===== config.mk =====
export PLATFORM = sky130hd
export DESIGN_NAME = hilo_muldiv_ctrl
export DESIGN_NICKNAME = d
export VERILOG_FILES = /design/src/rtl/hilo_muldiv_ctrl_pkg.sv /design/src/rtl/hilo_iter_core.sv /design/src/rtl/hilo_muldiv_ctrl.sv
export SDC_FILE = /design/constraint.sdc
export NUM_CORES = 1
export LEC_CHECK = 0
export BUFFER_PORTS_ARGS = -buffer_cell sky130_fd_sc_hd__buf_2
export CAP_MARGIN = 20
export CORE_AREA = 2 2 140 196
export CTS_BUF_LIST = sky130_fd_sc_hd__clkbuf_8
export DETAILED_ROUTE_END_ITERATION = 8
export DIE_AREA = 0 0 142 198
export HOLD_SLACK_MARGIN = 0.03
export PLACE_DENSITY = 0.79
export SETUP_SLACK_MARGIN = 0.1
export SLEW_MARGIN = 20
export SYNTH_ARGS = -nofsm -noshare
export SYNTH_HDL_FRONTEND = slang
export SYNTH_HIERARCHICAL = 1
export SYNTH_SLANG_ARGS = --single-unit

===== constraint.sdc =====
create_clock -name clk -period 7.73 [get_ports clk]
set_input_delay 0.3865 -clock clk [delete_from_list [all_inputs] [get_ports clk]]
set_output_delay 0.3865 -clock clk [all_outputs]
set_load 0.01 [all_outputs]

===== src/rtl/hilo_muldiv_ctrl_pkg.sv =====
// Shared definitions for the HI/LO multiply/divide sequencer: operand width,
// op encodings (shared with the decoder) and FSM state encoding.
package hilo_muldiv_ctrl_pkg;

    localparam int HILO_LENGTH = 32;

    typedef enum logic [2:0] {
        HILO_OP_NONE  = 3'd0,
        HILO_OP_MULT  = 3'd1,
        HILO_OP_MULTU = 3'd2,
        HILO_OP_DIV   = 3'd3,
        HILO_OP_DIVU  = 3'd4,
        HILO_OP_MTHI  = 3'd5,
        HILO_OP_MTLO  = 3'd6,
        HILO_OP_RSVD  = 3'd7
    } hilo_op_e;

    typedef enum logic [2:0] {
        ST_IDLE = 3'd0,
        ST_MUL  = 3'd1,
        ST_DIV  = 3'd2,
        ST_FIX  = 3'd3,
        ST_WB   = 3'd4
    } hilo_state_e;

endpackage


===== src/rtl/hilo_iter_core.sv =====
// Iterative datapath: shift-add multiply (LSB first) or restoring divide (MSB first),
// one bit per step, plus the iteration counter. acc holds {upper, lower} halves.
module hilo_iter_core #(
    parameter int WIDTH = 32
) (
    input  logic               clk,
    input  logic               rst,
    input  logic               load,
    input  logic               step,
    input  logic               div_mode,
    input  logic [WIDTH-1:0]   load_lo,
    input  logic [WIDTH-1:0]   load_opd,
    output logic [2*WIDTH-1:0] acc,
    output logic               done
);
    localparam int CNT_W = $clog2(WIDTH) + 1;

    logic [2*WIDTH-1:0] acc_q, acc_d;
    logic [WIDTH-1:0]   opd_q, opd_d;
    logic [CNT_W-1:0]   cnt_q, cnt_d;

    logic [WIDTH-1:0] upper, lower;
    logic [WIDTH:0]   sum;
    logic [WIDTH:0]   shifted;
    logic [WIDTH-1:0] diff;
    logic [WIDTH-1:0] rem_nxt;
    logic             ge;

    always_comb begin
        acc_d   = acc_q;
        opd_d   = opd_q;
        cnt_d   = cnt_q;
        upper   = acc_q[2*WIDTH-1:WIDTH];
        lower   = acc_q[WIDTH-1:0];
        sum     = {1'b0, upper} + ({1'b0, opd_q} & {(WIDTH+1){lower[0]}});
        shifted = {upper, lower[WIDTH-1]};
        ge      = (shifted >= {1'b0, opd_q});
        // When the trial subtract succeeds the true difference fits in WIDTH bits.
        diff    = shifted[WIDTH-1:0] - opd_q;
        rem_nxt = ge ? diff : shifted[WIDTH-1:0];
        if (load) begin
            acc_d = {{WIDTH{1'b0}}, load_lo};
            opd_d = load_opd;
            cnt_d = '0;
        end else if (step) begin
            cnt_d = cnt_q + 1'b1;
            if (div_mode) begin
                acc_d = {rem_nxt, lower[WIDTH-2:0], ge};
            end else begin
                acc_d = {sum, lower[WIDTH-1:1]};
            end
        end
    end

    always_ff @(posedge clk) begin
        if (rst) begin
            acc_q <= '0;
            opd_q <= '0;
            cnt_q <= '0;
        end else begin
            acc_q <= acc_d;
            opd_q <= opd_d;
            cnt_q <= cnt_d;
        end
    end

    assign acc  = acc_q;
    assign done = (cnt_q == CNT_W'(WIDTH - 1));

endmodule


===== src/rtl/hilo_muldiv_ctrl.sv =====
// HI/LO sequencer: captures MULT/MULTU/DIV/DIVU/MTHI/MTLO, runs the iterative core,
// sign-fixes the result and emits one-cycle HI/LO write strobes; stalls the pipe meanwhile.
module hilo_muldiv_ctrl
    import hilo_muldiv_ctrl_pkg::*;
#(
    parameter int WIDTH = HILO_LENGTH
) (
    input  logic             clk,
    input  logic             rst,
    input  logic             start,
    input  logic [2:0]       op,
    input  logic [WIDTH-1:0] src_a,
    input  logic [WIDTH-1:0] src_b,
    input  logic             flush,
    output logic             busy,
    output logic             stall,
    output logic             hi_we,
    output logic             lo_we,
    output logic [WIDTH-1:0] hi_wdata,
    output logic [WIDTH-1:0] lo_wdata
);
    hilo_state_e      state_q, state_d;
    logic             is_div_q, is_div_d;
    logic             neg_q_q, neg_q_d;
    logic             neg_r_q, neg_r_d;
    logic             wr_hi_q, wr_hi_d;
    logic             wr_lo_q, wr_lo_d;
    logic [WIDTH-1:0] hi_wdata_q, hi_wdata_d;
    logic [WIDTH-1:0] lo_wdata_q, lo_wdata_d;

    hilo_op_e         op_e;
    logic             is_mul_op, is_div_op, is_sgn_op;
    logic [WIDTH-1:0] a_abs, b_abs;
    logic [WIDTH-1:0] fix_hi, fix_lo;

    logic               core_load, core_step, core_done;
    logic [2*WIDTH-1:0] core_acc;

    assign op_e      = hilo_op_e'(op);
    assign is_mul_op = (op_e == HILO_OP_MULT) || (op_e == HILO_OP_MULTU);
    assign is_div_op = (op_e == HILO_OP_DIV)  || (op_e == HILO_OP_DIVU);
    assign is_sgn_op = (op_e == HILO_OP_MULT) || (op_e == HILO_OP_DIV);
    assign a_abs     = (is_sgn_op && src_a[WIDTH-1]) ? -src_a : src_a;
    assign b_abs     = (is_sgn_op && src_b[WIDTH-1]) ? -src_b : src_b;

    hilo_iter_core #(.WIDTH(WIDTH)) u_core (
        .clk      (clk),
        .rst      (rst),
        .load     (core_load),
        .step     (core_step),
        .div_mode (state_q == ST_DIV),
        .load_lo  (is_div_op ? a_abs : b_abs),
        .load_opd (is_div_op ? b_abs : a_abs),
        .acc      (core_acc),
        .done     (core_done)
    );

    always_comb begin
        fix_hi = '0;
        fix_lo = '0;
        if (is_div_q) begin
            fix_lo = neg_q_q ? -core_acc[WIDTH-1:0]       : core_acc[WIDTH-1:0];
            fix_hi = neg_r_q ? -core_acc[2*WIDTH-1:WIDTH] : core_acc[2*WIDTH-1:WIDTH];
        end else begin
            {fix_hi, fix_lo} = neg_q_q ? -core_acc : core_acc;
        end
    end

    always_comb begin
        state_d    = state_q;
        is_div_d   = is_div_q;
        neg_q_d    = neg_q_q;
        neg_r_d    = neg_r_q;
        wr_hi_d    = wr_hi_q;
        wr_lo_d    = wr_lo_q;
        hi_wdata_d = hi_wdata_q;
        lo_wdata_d = lo_wdata_q;
        core_load  = 1'b0;
        core_step  = 1'b0;
        case (state_q)
            ST_IDLE: begin
                if (start) begin
                    if (is_mul_op || is_div_op) begin
                        core_load = 1'b1;
                        state_d   = is_div_op ? ST_DIV : ST_MUL;
                        is_div_d  = is_div_op;
                        neg_q_d   = is_sgn_op && (src_a[WIDTH-1] ^ src_b[WIDTH-1]);
                        neg_r_d   = (op_e == HILO_OP_DIV) && src_a[WIDTH-1];
                        wr_hi_d   = 1'b1;
                        wr_lo_d   = 1'b1;
                    end else if (op_e == HILO_OP_MTHI) begin
                        hi_wdata_d = src_a;
                        wr_hi_d    = 1'b1;
                        wr_lo_d    = 1'b0;
                        state_d    = ST_WB;
                    end else if (op_e == HILO_OP_MTLO) begin
                        lo_wdata_d = src_a;
                        wr_hi_d    = 1'b0;
                        wr_lo_d    = 1'b1;
                        state_d    = ST_WB;
                    end
                end
            end
            ST_MUL, ST_DIV: begin
                if (flush) begin
                    state_d = ST_IDLE;
                end else begin
                    core_step = 1'b1;
                    if (core_done) state_d = ST_FIX;
                end
            end
            ST_FIX: begin
                if (flush) begin
                    state_d = ST_IDLE;
                end else begin
                    hi_wdata_d = fix_hi;
                    lo_wdata_d = fix_lo;
                    state_d    = ST_WB;
                end
            end
            default: state_d = ST_IDLE;
        endcase
    end

    always_ff @(posedge clk) begin
        if (rst) begin
            state_q    <= ST_IDLE;
            is_div_q   <= 1'b0;
            neg_q_q    <= 1'b0;
            neg_r_q    <= 1'b0;
            wr_hi_q    <= 1'b0;
            wr_lo_q    <= 1'b0;
            hi_wdata_q <= '0;
            lo_wdata_q <= '0;
        end else begin
            state_q    <= state_d;
            is_div_q   <= is_div_d;
            neg_q_q    <= neg_q_d;
            neg_r_q    <= neg_r_d;
            wr_hi_q    <= wr_hi_d;
            wr_lo_q    <= wr_lo_d;
            hi_wdata_q <= hi_wdata_d;
            lo_wdata_q <= lo_wdata_d;
        end
    end

    // WB is excluded from stall so the next EX op can read HI/LO right after the update.
    assign busy     = (state_q != ST_IDLE);
    assign stall    = (state_q == ST_MUL) || (state_q == ST_DIV) || (state_q == ST_FIX) ||
                      (start && (is_mul_op || is_div_op));
    assign hi_we    = (state_q == ST_WB) && wr_hi_q && !flush;
    assign lo_we    = (state_q == ST_WB) && wr_lo_q && !flush;
    assign hi_wdata = hi_wdata_q;
    assign lo_wdata = lo_wdata_q;

endmodule


Word-level counts from Yosys, hierarchy flattened:

Index checks and enable logic that the tools add are counted.

* bits in registers: 174
* bits in latches: 0
* memory bits (writable): 0
* bits in read-only memories: 0
* input bits: 71
* output and inout port bits: 68
* logic and storage cells: 115
* memories kept: 0

* $add $sub $neg: 8
* multipliers: 0
* div/mod/pow operators: 0
* order comparisons: 1
* equality and inequality tests: 19
* shifts and indexed selects: 0
* mux-type cells: 44
* bitwise logic cells: 2
* reduce and logical (&&, ||, !) cells: 29

Operators by type and width (number)
* two-way mux 32 bit: 20
* two-way mux 64 bit: 2
* negator 32 bit: 4
* one-hot mux 32 bit (2 select lines): 2
* negator 64 bit: 1
* adder 32 x 33 -> 33 bit: 1
* bitwise AND 32 x 33 -> 33 bit: 1
* >= comparator 33 x 32 -> 1 bit: 1
* subtractor 32 bit: 1
* two-way mux 3 bit: 7
* == test 3 x 2 -> 1 bit (second input constant): 4
* == test 3 bit (second input constant): 4
* != test 2 bit (second input constant): 6
* two-way mux 1 bit: 11
* logical AND 1 bit: 9
* one-hot mux 3 bit (3 select lines): 1
* AND reduction 3 bit: 3
* logical OR 1 bit: 7
* adder 6 x 1 -> 6 bit (second input constant): 1
* == test 3 x 1 -> 1 bit (second input constant): 2
* == test 6 x 5 -> 1 bit (second input constant): 1
* AND reduction 6 bit: 1
* nonzero test 3 bit: 2
* AND reduction 5 bit: 1
* 8 further kinds: 10

Depth between registers and ports, before layout:

* word-level depth: 7
* gate-level depth with buffers: 14
* depth with buffers taken out: 12

Modules after synthesis:

Netlist, hierarchy kept.

Modules (own cells, without submodules)
* hilo_iter_core: instances 1, cells each 1081, area each 8438.1 µm², sequential area each 2042.0 µm²
* hilo_muldiv_ctrl: instances 1, cells each 986, area each 7161.9 µm², sequential area each 1441.4 µm²

Worst setup path after synthesis:

OpenSTA, ideal clock, no wires.

* kind: flip-flop to flip-flop
* from: reg u_core.acc_q[0], in the netlist u_core/acc[0]
* to: reg u_core.acc_q[62], in the netlist u_core/acc[62]
* library setup time: 103 ps
* arrival: 2951 ps
* data required time: 7627 ps
* setup slack: 4675 ps
* cell stages (with the launch flop): 13
* buffers on the path: 1
* clock period less this slack: 3055 ps
* cell sequence: dfxtp_1 > clkbuf_1 > and2_1 > ha_1 > a21o_1 > a22o_1 > a21o_4 > a221oi_4 > a2bb2oi_2 > a21oi_1 > a31oi_1 > xor2_1 > a2111oi_2

* longest elaborated chain between the ends: 3

RTL lines
* start: declaration: line hilo_iter_core.sv:18 `logic [2*WIDTH-1:0] acc_q, acc_d;`
* start signal: assignment: line hilo_iter_core.sv:57 `acc_q <= '0;`
* start signal: assignment: line hilo_iter_core.sv:61 `acc_q <= acc_d;`
* bitwise AND 32 x 33 -> 33 bit: line hilo_iter_core.sv:35 `sum = {1'b0, upper} + ({1'b0, opd_q} & {(WIDTH+1){lower[0]}});`
* adder 32 x 33 -> 33 bit: line hilo_iter_core.sv:35
* two-way mux 64 bit: line hilo_iter_core.sv:47 `if (div_mode) begin`

No other way between the ends.
A chain may end at the register's enable or synchronous reset.

Final worst setup path:

* from: reg u_core.acc_q[0], in the netlist u_core/acc[0]
* to: reg hi_wdata_q[11], in the netlist hi_wdata[11]

* longest elaborated chain between the ends: 5

RTL lines
* negator 64 bit: line hilo_muldiv_ctrl.sv:65 `{fix_hi, fix_lo} = neg_q_q ? -core_acc : core_acc;`
* two-way mux 64 bit: line hilo_muldiv_ctrl.sv:65
* two-way mux 32 bit: line hilo_muldiv_ctrl.sv:61 `if (is_div_q) begin`
* two-way mux 32 bit: line hilo_muldiv_ctrl.sv:113 `if (flush) begin`
* one-hot mux 32 bit (2 select lines): line hilo_muldiv_ctrl.sv:80 `case (state_q)`
* end signal: assignment: line hilo_muldiv_ctrl.sv:142 `hi_wdata_q <= hi_wdata_d;`
* end: declaration: line hilo_muldiv_ctrl.sv:28 `logic [WIDTH-1:0] hi_wdata_q, hi_wdata_d;`

No other way between the ends. The select of a mux whose other input is x is not followed.

==> impl_metrics.py <==
metrics = {
    "global_route": {
        "grtUsageTotal": 0.4200,
        "antenna_found_initial": 1,
        "grt-ovfl-total": 0,
        "grt_pass1_wl_um": 90360,
        "grt_start_max_net_pins": 77,
        "grt_pass1_vias": 15880,
    },
    "clock_network": {
        "cts.path.max_buffers": 2,
        "clk_pin_slew_ps": 110,
        "cts_tree": "yes",
        "clkSinkCount": 174,
        "cts-buffers-inserted": 17,
        "cts_max_level": 4,
        "cts_setup_buffers": 0,
        "cts-root-buf": "clkbuf_8",
        "clk_latency_ps": 520,
        "cts_hold_buf": 0,
        "cts_resized": 0,
    },
    "floorplan": {
        "start_util": 0.5873,
        "core_region_area_mm2": 0.02656,
        "die-area_mm2": 0.02812,
        "rows": 71,
        "die_x_um": 142,
        "ios": 139,
        "die_height_um": 198,
    },
    "finish": {
        "drive_gt1_frac": 0.1179,
        "utilization": 0.6297,
        "fin_cells": 2449,
        "syn2layout_area_growth_pct": 7.211,
        "nNetsFinal": 2249,
    },
    "detailed_routing": {
        "vias_per_cell": 6.810,
        "wl_met3_um": 5096,
        "drt_iter0_drc": 1724,
        "vias": 16680,
        "postRouteAntennaNets": 0,
        "top_layer": "met4",
        "drt-total-wl_um": 60090,
        "drc": 0,
        "dr.pass1.iters": 6,
        "wl_per_cell_um": 24.54,
        "wl_met2_um": 27980,
        "drt-met1-wl_um": 21230,
    },
    "synthesis": {
        "synth_fa_ha_area_frac": 0.05791,
        "synth_nets": 2209,
        "synth_area_mm2": 0.01560,
        "synth_mux_area_frac": 0.09328,
        "synthFlopType": "dfxtp_1",
        "synth_simple_gate_area_share": 0.2194,
        "synth_edf_count": 0,
        "synth_cell_types": 93,
        "synthCells": 2067,
        "synth_compound_area_frac": 0.2603,
        "synth_top_family_by_area": "compound AO/OA/AOI/OAI gates",
        "synth-async-reset-ratio": 0,
        "avgSynthCellArea_um2": 7.547,
        "synth_seq_cells": 174,
        "synth_warnings": 6,
        "ys_seq_area_frac": 0.2233,
        "synth_xor_area_frac": 0.09208,
    },
    "critical_path": {
        "required_ps": 8140,
        "crit_path_top_delay_cell": "nor4_4",
        "start_kind": "register",
        "crit_chain": "buf_4 > or4_1 > or3_1 > nor4_4 > o21ai_0 > xnor2_1 > o21ai_0",
        "critPathMaxStageDelay_ps": 910,
        "cp.arrival_ps": 4060,
        "worstPathMaxFanout": 29,
        "end_kind": "register",
        "crit_path_frequent_cell": "o21ai_0",
        "worstSetupPathType": "register to register",
    },
    "place": {
        "gp_congestion": 1.049,
        "portBuffers": 138,
        "post-place-ws_ps": 4180,
        "placedCellCount": 2414,
        "hpwl_um": 45400,
    },
    "sta": {
        "timing.fmax_ghz": 0.2736,
        "final.setup_skew_ps": 20.28,
        "worst_slack_ps": 4076,
        "tightest_slew_ps": 1074,
        "fin_crit_ps": 3654,
        "relSlewSlack": 0.2777,
        "slew_viol_final": 0,
        "hold_viol": 0,
        "setup_viol": 0,
        "rsz0062_at_grt": "no",
        "period_share": 0.4728,
        "fin_tns_setup_ps": 0,
    },
    "pwr": {
        "p_comb_frac": 0.639,
        "p_switching_mw": 3.069,
        "max-vdd-ir-drop_v": 0.0003114,
        "p_leak_nw": 6.935,
        "intPower_mw": 2.629,
        "finalPower_mw": 5.697,
        "seqPwrFrac": 0.241,
        "swShare": 0.5386,
        "p_clk_frac": 0.120,
        "p_per_area_mw_per_mm2": 340.7,
    },
    "job": {
        "cap_violations": 0,
    },
    "worst_hold_path": {
        "hp-class": "input pin to register",
    },
    "run_status": {
        "status": "finished, final reports clean",
    },
}
synthesized netlist by cell type (5+ instances only):
master | instances | share of area
inv_1 | 67 | 0.016
xor2_1 | 67 | 0.038
a221oi_1 | 17 | 0.0095
nor2b_1 | 16 | 0.0064
a31o_2 | 8 | 0.0045
nor4_1 | 23 | 0.0092
a211o_1 | 5 | 0.0028
buf_1 | 8 | 0.0019
o221ai_1 | 8 | 0.0045
a21oi_1 | 186 | 0.060
buf_6 | 5 | 0.0036
or4_1 | 16 | 0.0077
o21ai_0 | 122 | 0.039
a211oi_1 | 50 | 0.024
o22ai_1 | 19 | 0.0076
nand2_1 | 140 | 0.034
nor3_1 | 53 | 0.017
o211ai_1 | 21 | 0.010
o21a_1 | 13 | 0.0063
xnor2_1 | 97 | 0.054
or3_1 | 24 | 0.0096
nor2_1 | 232 | 0.056
a31oi_1 | 36 | 0.014
buf_2 | 5 | 0.0016
o31ai_1 | 22 | 0.011
and3_1 | 17 | 0.0068
and2_1 | 44 | 0.018
o41ai_1 | 12 | 0.0067
nand2b_1 | 15 | 0.0060
dfxtp_1 | 174 | 0.22
or2_2 | 11 | 0.0044
ha_1 | 69 | 0.055
nand3_1 | 36 | 0.012
and4_1 | 9 | 0.0051
mux2i_1 | 142 | 0.091
nand4_1 | 23 | 0.0092
a21o_1 | 37 | 0.018
clkbuf_1 | 109 | 0.026
layer usage:
metal,vias up,global-route usage
li1,7630,-
met1,7782,0.4570
met2,946,0.7037
met3,320,0.08440
met4,0,0.3411
met5,-,0
critical path: cells and delay by family (launching register included):
kind	cells	cell delay (ps)
simple gates	3	2040
xor+xnor	1	450
compound gates	2	340
buf+inv	1	270
flops	1	410
area by class of cell:
class	count	area, µm²
Tap cell	328	410.4
Sequential cell	174	3483
Fill cell	2473	9837
Antenna cell	1	2.502
Multi-Input combinational cell	1692	11320
Inverter	67	252.7
Clock inverter	15	173.9
Clock buffer	17	234.0
Timing Repair Buffer	155	844.6
registers in the layout (all words and copies together) (netlist names):
| signal | count |
|---|---|
| is_div_q | 1 |
| neg_q_q | 1 |
| wr_lo_q | 1 |
| u_core/acc | 64 |
| state_q | 3 |
| hi_wdata | 32 |
| u_core/opd_q | 32 |
| lo_wdata | 32 |
| wr_hi_q | 1 |
| u_core/cnt_q | 6 |
| neg_r_q | 1 |
logic make-up (layout without fill, tap and decap cells):
| family | Yosys count | count (layout) |
|---|---|---|
| other | 0 | 1 |
| flip-flops | 174 | 174 |
| multiplexers | 145 | 145 |
| AO/OA/AOI/OAI | 621 | 621 |
| buffers and inverters | 201 | 254 |
| AND/OR/NAND/NOR | 691 | 691 |
| adder cells (fa/ha/maj) | 71 | 71 |
| XOR/XNOR | 164 | 164 |
placed cells by master (no fill, tap or decap), types with 12 or more instances in the layout:
| cell type | instances |
|---|---|
| nand4_1 | 23 |
| a31oi_1 | 36 |
| buf_2 | 137 |
| a21o_1 | 37 |
| nor2_1 | 230 |
| o31ai_1 | 21 |
| and3_1 | 17 |
| a21oi_1 | 186 |
| inv_1 | 64 |
| nand2b_1 | 15 |
| nand2_1 | 140 |
| o211ai_1 | 21 |
| and2_1 | 44 |
| a211oi_1 | 50 |
| xnor2_1 | 97 |
| clkbuf_8 | 17 |
| nor2b_1 | 16 |
| mux2i_1 | 142 |
| nor3_1 | 53 |
| ha_1 | 69 |
| o22ai_1 | 19 |
| dfxtp_1 | 174 |
| nand3_1 | 36 |
| buf_4 | 16 |
| xor2_1 | 67 |
| o21ai_0 | 122 |
| nor4_1 | 23 |
| a221oi_1 | 17 |
| o21a_1 | 12 |
| o41ai_1 | 12 |
| or3_1 | 24 |
| or4_1 | 16 |
path summary, 6_finish.rpt:
kind	startpoint	end	slack [ps]	depth (start not counted)
min reg2reg	lo_wdata[1]	lo_wdata[1]	460	2
max	u_core/acc[0]	hi_wdata[11]	4080	7
max reg2reg	u_core/acc[0]	hi_wdata[11]	4080	7
min	start	is_div_q	160	3
power groups by stage:
| stage | combinational (mW) | sequential [mW] | clock (mW) |
|---|---|---|---|
| 6_report | 3.64 | 1.37 | 0.683 |
| 5_1_grt | 3.90 | 1.38 | 0.719 |
| 4_1_cts | 3.52 | 1.36 | 0.687 |
| 3_5_place_dp | 3.49 | 1.38 | 0 |
| 3_3_place_gp | 3.45 | 1.37 | 0 |
| 2_1_floorplan | 2.80 | 1.23 | 0 |
through the flow:
step | hold WS (ps) | instance area, µm²
3_3_place_gp | 439.2 | 16270
3_5_place_dp | 441.7 | 16270
5_1_grt | 185.2 | 16720
2_1_floorplan | 458.5 | 15600
6_report | 158.4 | 16720
4_1_cts | 141.8 | 16670
Power figures use the tool's default switching activity.
